[src/rtl/cpu_pkg.sv]
// Shared definitions for the CPU datapath multiplier.
//   - DEFAULT_WIDTH : operand width used when no override is given
//   - state_t       : multiplier sequencer states (IDLE/RUN/DONE)
//   - BOOTH_*       : radix-2 Booth recode of the pair {Q[0], q_1}
package cpu_pkg;

  localparam int DEFAULT_WIDTH = 32;

  typedef enum logic [1:0] {
    IDLE = 2'b00,
    RUN  = 2'b01,
    DONE = 2'b10
  } state_t;

  // {Q[0], q_1} recode: 01 -> add M, 10 -> subtract M, 00/11 -> no change.
  localparam logic [1:0] BOOTH_HOLD_0 = 2'b00;
  localparam logic [1:0] BOOTH_ADD    = 2'b01;
  localparam logic [1:0] BOOTH_SUB    = 2'b10;
  localparam logic [1:0] BOOTH_HOLD_1 = 2'b11;

endpackage

[src/rtl/booth_step.sv]
// One combinational radix-2 Booth step.
// Ports:
//   a        in  WIDTH+1  accumulator
//   q        in  WIDTH    multiplier / low product bits
//   q_1      in  1        bit to the right of q
//   m        in  WIDTH    multiplicand (two's complement)
//   a_next   out WIDTH+1  accumulator after add/sub and arithmetic shift
//   q_next   out WIDTH    q after shift
//   q_1_next out 1        new q_1 (old q[0])
module booth_step
  import cpu_pkg::*;
#(
  parameter int WIDTH = DEFAULT_WIDTH
) (
  input  logic [WIDTH:0]   a,
  input  logic [WIDTH-1:0] q,
  input  logic             q_1,
  input  logic [WIDTH-1:0] m,
  output logic [WIDTH:0]   a_next,
  output logic [WIDTH-1:0] q_next,
  output logic             q_1_next
);

  logic [WIDTH:0] m_ext;
  logic [WIDTH:0] sum;

  // The accumulator is one bit wider than M so that subtracting the most
  // negative multiplicand cannot wrap.
  assign m_ext = {m[WIDTH-1], m};

  always_comb begin
    sum = a;
    case ({q[0], q_1})
      BOOTH_ADD: sum = a + m_ext;
      BOOTH_SUB: sum = a - m_ext;
      default:   sum = a;
    endcase
  end

  // Arithmetic right shift of {sum, q, q_1}, replicating the accumulator MSB.
  assign a_next   = {sum[WIDTH], sum[WIDTH:1]};
  assign q_next   = {sum[0], q[WIDTH-1:1]};
  assign q_1_next = q[0];

endmodule

[src/rtl/booth_mul_unit.sv]
// Sequential signed radix-2 Booth multiplier, one step per clock.
// Ports:
//   clock   in  1      system clock (rising edge)
//   clear   in  1      synchronous active-high reset
//   start   in  1      request, sampled in IDLE or DONE
//   y_in    in  WIDTH  multiplicand, two's complement
//   bus_in  in  WIDTH  multiplier, two's complement
//   busy    out 1      high while an operation is running
//   done    out 1      one-cycle completion pulse
//   hi      out WIDTH  product bits [2*WIDTH-1:WIDTH]
//   lo      out WIDTH  product bits [WIDTH-1:0]
//
// Handshake: the requester raises start; it is taken on a rising edge only
// when the unit is in IDLE or DONE (busy low). The unit then holds busy high
// for WIDTH cycles, ignoring start, and on the edge that ends the last step
// loads hi/lo, drops busy and raises done for exactly one cycle. start held
// high through that DONE cycle launches the next operation with no idle gap.
module booth_mul_unit
  import cpu_pkg::*;
#(
  parameter int WIDTH = DEFAULT_WIDTH
) (
  input  logic             clock,
  input  logic             clear,
  input  logic             start,
  input  logic [WIDTH-1:0] y_in,
  input  logic [WIDTH-1:0] bus_in,
  output logic             busy,
  output logic             done,
  output logic [WIDTH-1:0] hi,
  output logic [WIDTH-1:0] lo
);

  localparam int CNT_W = $clog2(WIDTH + 1);

  state_t state_q;
  state_t state_d;

  logic [WIDTH-1:0] m_q;
  logic [WIDTH:0]   a_q;
  logic [WIDTH-1:0] q_q;
  logic             q_1_q;
  logic [CNT_W-1:0] cnt_q;

  logic [WIDTH-1:0] hi_q;
  logic [WIDTH-1:0] lo_q;
  logic             busy_q;
  logic             done_q;

  logic [WIDTH:0]   a_next;
  logic [WIDTH-1:0] q_next;
  logic             q_1_next;

  logic load;
  logic step;
  logic last_step;

  booth_step #(
    .WIDTH(WIDTH)
  ) u_step (
    .a        (a_q),
    .q        (q_q),
    .q_1      (q_1_q),
    .m        (m_q),
    .a_next   (a_next),
    .q_next   (q_next),
    .q_1_next (q_1_next)
  );

  // Next-state and control decode.
  always_comb begin
    state_d   = state_q;
    load      = 1'b0;
    step      = 1'b0;
    last_step = 1'b0;
    case (state_q)
      IDLE: begin
        if (start) begin
          load    = 1'b1;
          state_d = RUN;
        end
      end
      RUN: begin
        step = 1'b1;
        if (cnt_q == CNT_W'(1)) begin
          last_step = 1'b1;
          state_d   = DONE;
        end
      end
      DONE: begin
        if (start) begin
          load    = 1'b1;
          state_d = RUN;
        end else begin
          state_d = IDLE;
        end
      end
      default: state_d = IDLE;
    endcase
  end

  always_ff @(posedge clock) begin
    if (clear) begin
      state_q <= IDLE;
    end else begin
      state_q <= state_d;
    end
  end

  // Datapath, counter and result registers. busy/done are registered from
  // the next state so they line up exactly with the state register.
  always_ff @(posedge clock) begin
    if (clear) begin
      m_q    <= '0;
      a_q    <= '0;
      q_q    <= '0;
      q_1_q  <= 1'b0;
      cnt_q  <= '0;
      hi_q   <= '0;
      lo_q   <= '0;
      busy_q <= 1'b0;
      done_q <= 1'b0;
    end else begin
      busy_q <= (state_d == RUN);
      done_q <= (state_d == DONE);
      if (load) begin
        m_q   <= y_in;
        q_q   <= bus_in;
        a_q   <= '0;
        q_1_q <= 1'b0;
        cnt_q <= CNT_W'(WIDTH);
      end else if (step) begin
        a_q   <= a_next;
        q_q   <= q_next;
        q_1_q <= q_1_next;
        cnt_q <= cnt_q - CNT_W'(1);
        // The final step's result goes straight to HI/LO on the same edge.
        if (last_step) begin
          hi_q <= a_next[WIDTH-1:0];
          lo_q <= q_next;
        end
      end
    end
  end

  assign busy = busy_q;
  assign done = done_q;
  assign hi   = hi_q;
  assign lo   = lo_q;

endmodule
[config.mk]
export PLATFORM = sky130hd
export DESIGN_NAME = booth_mul_unit
export DESIGN_NICKNAME = d
export VERILOG_FILES = /design/src/rtl/cpu_pkg.sv /design/src/rtl/booth_step.sv /design/src/rtl/booth_mul_unit.sv
export SDC_FILE = /design/constraint.sdc
export NUM_CORES = 1
export LEC_CHECK = 0
export ABC_AREA = 1
export BUFFER_PORTS_ARGS = -buffer_cell sky130_fd_sc_hd__buf_2
export CORE_MARGIN = 2
export CORE_UTILIZATION = 30
export CTS_BUF_LIST = sky130_fd_sc_hd__clkbuf_2
export DETAILED_ROUTE_END_ITERATION = 12
export PLACE_DENSITY = 0.44
export SLEW_MARGIN = 20
export SYNTH_ARGS = -nofsm -noshare
export SYNTH_HDL_FRONTEND = slang
export SYNTH_SLANG_ARGS = --single-unit
export TNS_END_PERCENT = 1
[constraint.sdc]
create_clock -name clock -period 7.2 [get_ports clock]
set_input_delay 1.44 -clock clock [delete_from_list [all_inputs] [get_ports clock]]
set_output_delay 1.44 -clock clock [all_outputs]
set_load 0.02 [all_outputs]
==> results.tsv, run 1 <==
metric	value	unit
outcome	finished clean	
worst_pin_slew	1082	ps
grt_pass1_vias	9072	
critical_path.slowest_cell	ha_1	
grt_remaining_overflow	0	
startpoint_type	register	
grt_max_degree	87	
grt_usage	19.85	%
layout.nets	1710	
h-tree-depth	4	
cts_made_buffers	17	
ios	133	
finalSetupViolCount	0	
yosysWarnings	0	
die_h	184.4	um
slew_viol_final	0	
via_count	9725	
critPathMaxFanout	20	
cp.required	7920	ps
insertion_delay	850	ps
post_drt_wl_per_cell	16.20	um
rsz0062_at_grt	false	
dpl.hpwl	24.49	mm
layout_common_cells	nand2_1, nor2_1, inv_1, dfxtp_1, buf_2	
seq_area_frac_synth	35.07	%
drtIter0Drc	669	
path_class	reg -> reg	
critical_path.top_delay_family	simple AND/OR/NAND/NOR gates	
initial_core_util	30.23	%
cts.sinks	171	
cts_resized	0	
drc_errors	0	
antenna_found_initial	3	
synth.avg_cell_area	6.473	um^2
ir_drop	99.07	uV
worstPathArrival	4570	ps
grt_pass1_wl	51.27	mm
crit_path_end_kind	register	
hold_buffers	0	
tns	0	ps
cp_slowest_stage_delay	500	ps
area_growth	13.01	%
via_per_inst	4.716	
period_share	53.45	%
power.leakage	5.499	nW
relSlewSlack	27.69	%
cts.path.max_buffers	2	
yosys_most_used_dff	dfxtp_1	
synth_edf_count	0	
fp.coreArea	32290	um^2
die_w	184.4	um
cts_tree	built	
maxCapViolations	0	
cts_setup_buffers	0	
root_buffer	clkbuf_2	
final_common_cell	nand2_1	
drive_gt1_share	12.98	%
placed_cells	2029	
final_hold_viol_count	0	
syn-instance-count	1508	
syn_area	9761	um^2
ant_nets	0	
ys_seq_elements	171	
fmax	259.9	MHz
die_area	33990	um^2
fin_crit	3848	ps
syn_nets	1612	
instances_no_fill	2062	
hold_path.class	reg -> reg	
worst-path-buf-inv	4	
fin_skew	64.69	ps
powerDensity	204.6	nW/um^2
place.gp.congestion	0.9021	
async_flop_share	0	%
rows	66	
path_common_cell	nand2_1	
first_pass_iters	5	
path_cells	ha_1 -> inv_1 -> o21ai_0 -> xor2_1 -> inv_1 -> ha_1 -> nand2_1 -> o21ai_0 -> inv_1 -> nand2_1 -> nand3_1 -> nand2_1 -> nand2_1 -> nand3_1 -> nand3_1 -> nand2_1 -> inv_1	
io_buffers	132	
totalWireLength	33.40	mm
synth_cell_type_count	42	
clk_pin_slew_worst_paths	290	ps
[Yosys cell counts (9+ instances only)]
| cell | count | area [um^2] |
|---|---|---|
| nand3_1 | 122 | 610.6 |
| inv_1 | 190 | 713.2 |
| o21ai_1 | 28 | 140.1 |
| nand2_1 | 369 | 1385 |
| clkbuf_1 | 34 | 127.6 |
| xor2_1 | 24 | 210.2 |
| buf_2 | 19 | 95.09 |
| ha_1 | 36 | 450.4 |
| nor3_1 | 11 | 55.05 |
| a221oi_1 | 17 | 148.9 |
| a31oi_1 | 16 | 100.1 |
| o21ai_0 | 80 | 400.4 |
| a21oi_1 | 71 | 355.3 |
| dfxtp_1 | 171 | 3423 |
| nand3b_1 | 9 | 67.56 |
| nand2_2 | 9 | 56.30 |
| nand4_1 | 11 | 68.82 |
| xnor2_1 | 10 | 87.58 |
| nor2_1 | 218 | 818.3 |
[power by group]
group	switching (W)	internal, W
logic	0.000441	0.000210
clock network	0.000395	0.000170
registers	0.0000430	0.000999
total	0.000878	0.00138
[worst paths after layout]
path	startpoint	endpoint	slack, ps	depth (start not counted)
setup reg to reg	q_q[0]$_SDFFE_PP0P_	a_q[24]$_SDFFE_PP0P_	3350	17
setup / recovery	q_q[0]$_SDFFE_PP0P_	a_q[24]$_SDFFE_PP0P_	3350	17
hold / removal	q_q[9]$_SDFFE_PP0P_	lo[8]$_SDFFE_PP0P_	470	2
hold reg to reg	q_q[9]$_SDFFE_PP0P_	lo[8]$_SDFFE_PP0P_	470	2
[state kept, by name (all words and copies together) (netlist names)]
register	count
hi	32
q_1_q	1
done	1
q_q	32
m_q	32
state_q	2
cnt_q	6
busy	1
a_q	32
lo	32
[layout make-up]
| type | instances | area, um^2 |
|---|---|---|
| fillers | 3611 | 21260 |
| flip-flops and latches | 171 | 3423 |
| inverters | 197 | 739.5 |
| multi-input cells | 1078 | 5331 |
| well taps | 442 | 553.0 |
| clock buffers | 18 | 90.09 |
| clock inverters | 13 | 160.2 |
| repair buffers | 141 | 728.2 |
| diodes | 2 | 5.005 |
[worst reg2reg max path, cell delays in order, from the launching register on]
cell,delay [ps]
dfxtp_1,430
ha_1,500
inv_1,440
o21ai_0,250
xor2_1,220
inv_1,90
ha_1,360
nand2_1,180
o21ai_0,330
inv_1,100
nand2_1,170
nand3_1,160
nand2_1,110
nand2_1,50
nand3_1,110
nand3_1,90
nand2_1,100
inv_1,40
[stage by stage]
| step | setup slack [ps] | instance area, um^2 | util, % | hold WS [ps] | power [W] |
|---|---|---|---|---|---|
| after floorplan | 4445 | 9761 | - | 434.7 | 0.001509 |
| after global placement | 3326 | 10780 | 33.37 | 452.7 | 0.001708 |
| after detailed placement | 3292 | 10780 | 33.37 | 454.6 | 0.001708 |
| after CTS | 3343 | 11030 | 34.15 | 481.0 | 0.002287 |
| after global routing | 2992 | 11030 | 34.16 | 503.0 | 0.002408 |
| final | 3352 | 11030 | 34.16 | 474.1 | 0.002257 |
[per-layer routing]
| layer | GRT usage, % | wire length [um] |
|---|---|---|
| met1 | 28.07 | 16890 |
| met5 | 0 | 13 |
| met3 | 3.240 | 1376 |
| met2 | 30.90 | 14580 |
| met4 | 5.856 | 542 |
[cell families after synthesis]
kind of cell,synth area share (%)
mux,0.1026
buf+inv,10.36
flops,35.07
xor+xnor,3.051
fa+ha+maj,4.820
compound gates,13.47
simple gates,33.12
(Power assumes the default switching activity.)
==> run 2: changes to the inputs <==
Settings changed: PLACE_DENSITY 0.44 to 0.46.
Clock period 7.2 ns to 3.3 ns, I/O delays scaled along.
==> run 2 against run 1 <==
Against the previous run:
- maximum frequency increased by 23%
- via count increased by 2.4%
- worst setup slack got worse by 3200 ps
- clock skew decreased by 18 ps
- critical path type unchanged
- power increased by 130%
- count of clock-buffer cells in the layout unchanged
- combinational power increased to 2.6 times the previous value
- sequential share of layout area decreased by 3.2 points
==> results.tsv, run 2 (synthesis results as in run 1) <==
metric	value	unit
power.leakage	5.939	nW
ant_nets	0	
relSlewSlack	34.36	%
root_buffer	clkbuf_2	
path_class	reg -> reg	
clk_pin_slew_worst_paths	260	ps
fmax	318.8	MHz
path_common_cell	nand2_1	
antenna_found_initial	1	
h-tree-depth	4	
layout.nets	1798	
post_drt_wl_per_cell	15.71	um
dp_slack	-34.01	ps
fin_skew	46.61	ps
initial_core_util	30.23	%
drtIter0Drc	583	
dpl.hpwl	25.00	mm
critical_path.slowest_cell	dfxtp_2	
cts.sinks	171	
critPathMaxFanout	4	
via_count	9962	
worst_r2r_startpoint	m_q[0]$_SDFFE_PP0P_	
worst_slack	163.7	ps
finalSetupViolCount	0	
cp_slowest_stage_delay	390	ps
rsz0062_at_grt	true	
slew_viol_final	0	
placed_cells	2070	
drc_errors	0	
worst_pin_slew	982.2	ps
die_w	184.4	um
insertion_delay	850	ps
outcome	finished clean	
startpoint	m_q[0]$_SDFFE_PP0P_	
grt_max_degree	70	
ios	133	
die_h	184.4	um
place_area	11080	um^2
path_cells	inv_2 -> ha_1 -> nand2_1 -> nor2_4 -> nand2_1 -> o31ai_2 -> xor2_1 -> inv_1 -> ha_4 -> a21oi_1 -> nor2_1 -> o21ai_0 -> nand2_1 -> a21oi_2 -> nand3b_1 -> nand3_1 -> nand3_1 -> nand2_1 -> inv_1	
ir_drop	209.6	uV
maxCapViolations	0	
powerDensity	418.0	nW/um^2
grt_remaining_overflow	0	
grt_pass1_wl	51.81	mm
io_buffers	132	
cts.path.max_buffers	2	
critical_path.top_delay_family	simple AND/OR/NAND/NOR gates	
worst-path-buf-inv	3	
cts_tree	built	
hold_path.class	in -> reg	
layout_common_cells	nand2_1, nor2_1, inv_1, dfxtp_1, buf_2	
via_per_inst	4.633	
cp.required	4090	ps
drive_gt1_share	19.98	%
worstHoldStart	y_in[19]	
fin_crit	3136	ps
multi_input_area	5848	um^2
area_growth	26.05	%
totalWireLength	33.77	mm
register_area	3428	um^2
worstPathArrival	3920	ps
fp.coreArea	32290	um^2
instances_no_fill	2150	
final_common_cell	nand2_1	
place.gp.congestion	0.8885	
fill_cells	3509	
final_area	12300	um^2
cts_made_buffers	17	
period_share	95.04	%
p_total	0.005142	W
die_area	33990	um^2
startpoint_type	register	
first_pass_iters	5	
grt_usage	19.89	%
rows	66	
final_hold_viol_count	0	
grt_pass1_vias	9305	
crit_path_end_kind	register	
[run 2: routing by layer]
layer / GRT usage (%) / wire [um] / vias up
met3: 3.043 / 1127 / 22
met4: 4.736 / 442 / 2
li1: - / - / 5199
met5: 0 / 64 / -
met1: 28.22 / 16970 / 4555
met2: 31.53 / 15160 / 184
[run 2: final timing paths]
kind | depth (start not counted) | slack, ps | endpoint
setup reg to reg | 19 | 160 | hi[30]$_SDFFE_PP0P_
setup / recovery | 19 | 160 | hi[30]$_SDFFE_PP0P_
hold reg to reg | 2 | 480 | q_1_q$_SDFFE_PP0P_
hold / removal | 3 | 80 | m_q[19]$_SDFFE_PP0P_
[run 2: final cells by class]
class | count | area share, %
flip-flops and latches | 171 | 27.87
clock buffers | 18 | 0.7322
multi-input cells | 1078 | 47.53
clock inverters | 14 | 1.129
repair buffers | 229 | 12.19
diodes | 1 | 0.02034
inverters | 197 | 6.031
well taps | 442 | 4.495
[run 2: repair_timing]
item,in CTS,in global routing
buffers inserted,0,4
pin swaps,0,21
hold buffers,43,0
setup endpoints to repair,4,47
hold endpoints to repair,43,0
gates resized for setup,4,111
[run 2: worst min-delay path, cell delays in order]
cell     delay (ps)
buf_2            70
o21ai_0          70
nor2_1           80
[run 2: stage by stage]
| stage | hold slack [ps] | TNS, ps | utilization (%) |
|---|---|---|---|
| 6_report | 80.55 | 0 | 38.10 |
| 5_1_grt | 23.43 | -231.7 | 38.10 |
| 4_1_cts | 1.914 | 0 | 36.42 |
| 3_5_place_dp | 458.8 | -34.01 | 34.33 |
| 3_3_place_gp | 448.4 | -72.66 | 34.33 |
| 2_1_floorplan | 434.7 | 0 | - |
[run 2: power by group]
part | internal [W] | switching (W)
registers | 0.00218 | 0.0000990
logic | 0.000652 | 0.00106
clock network | 0.000298 | 0.000855
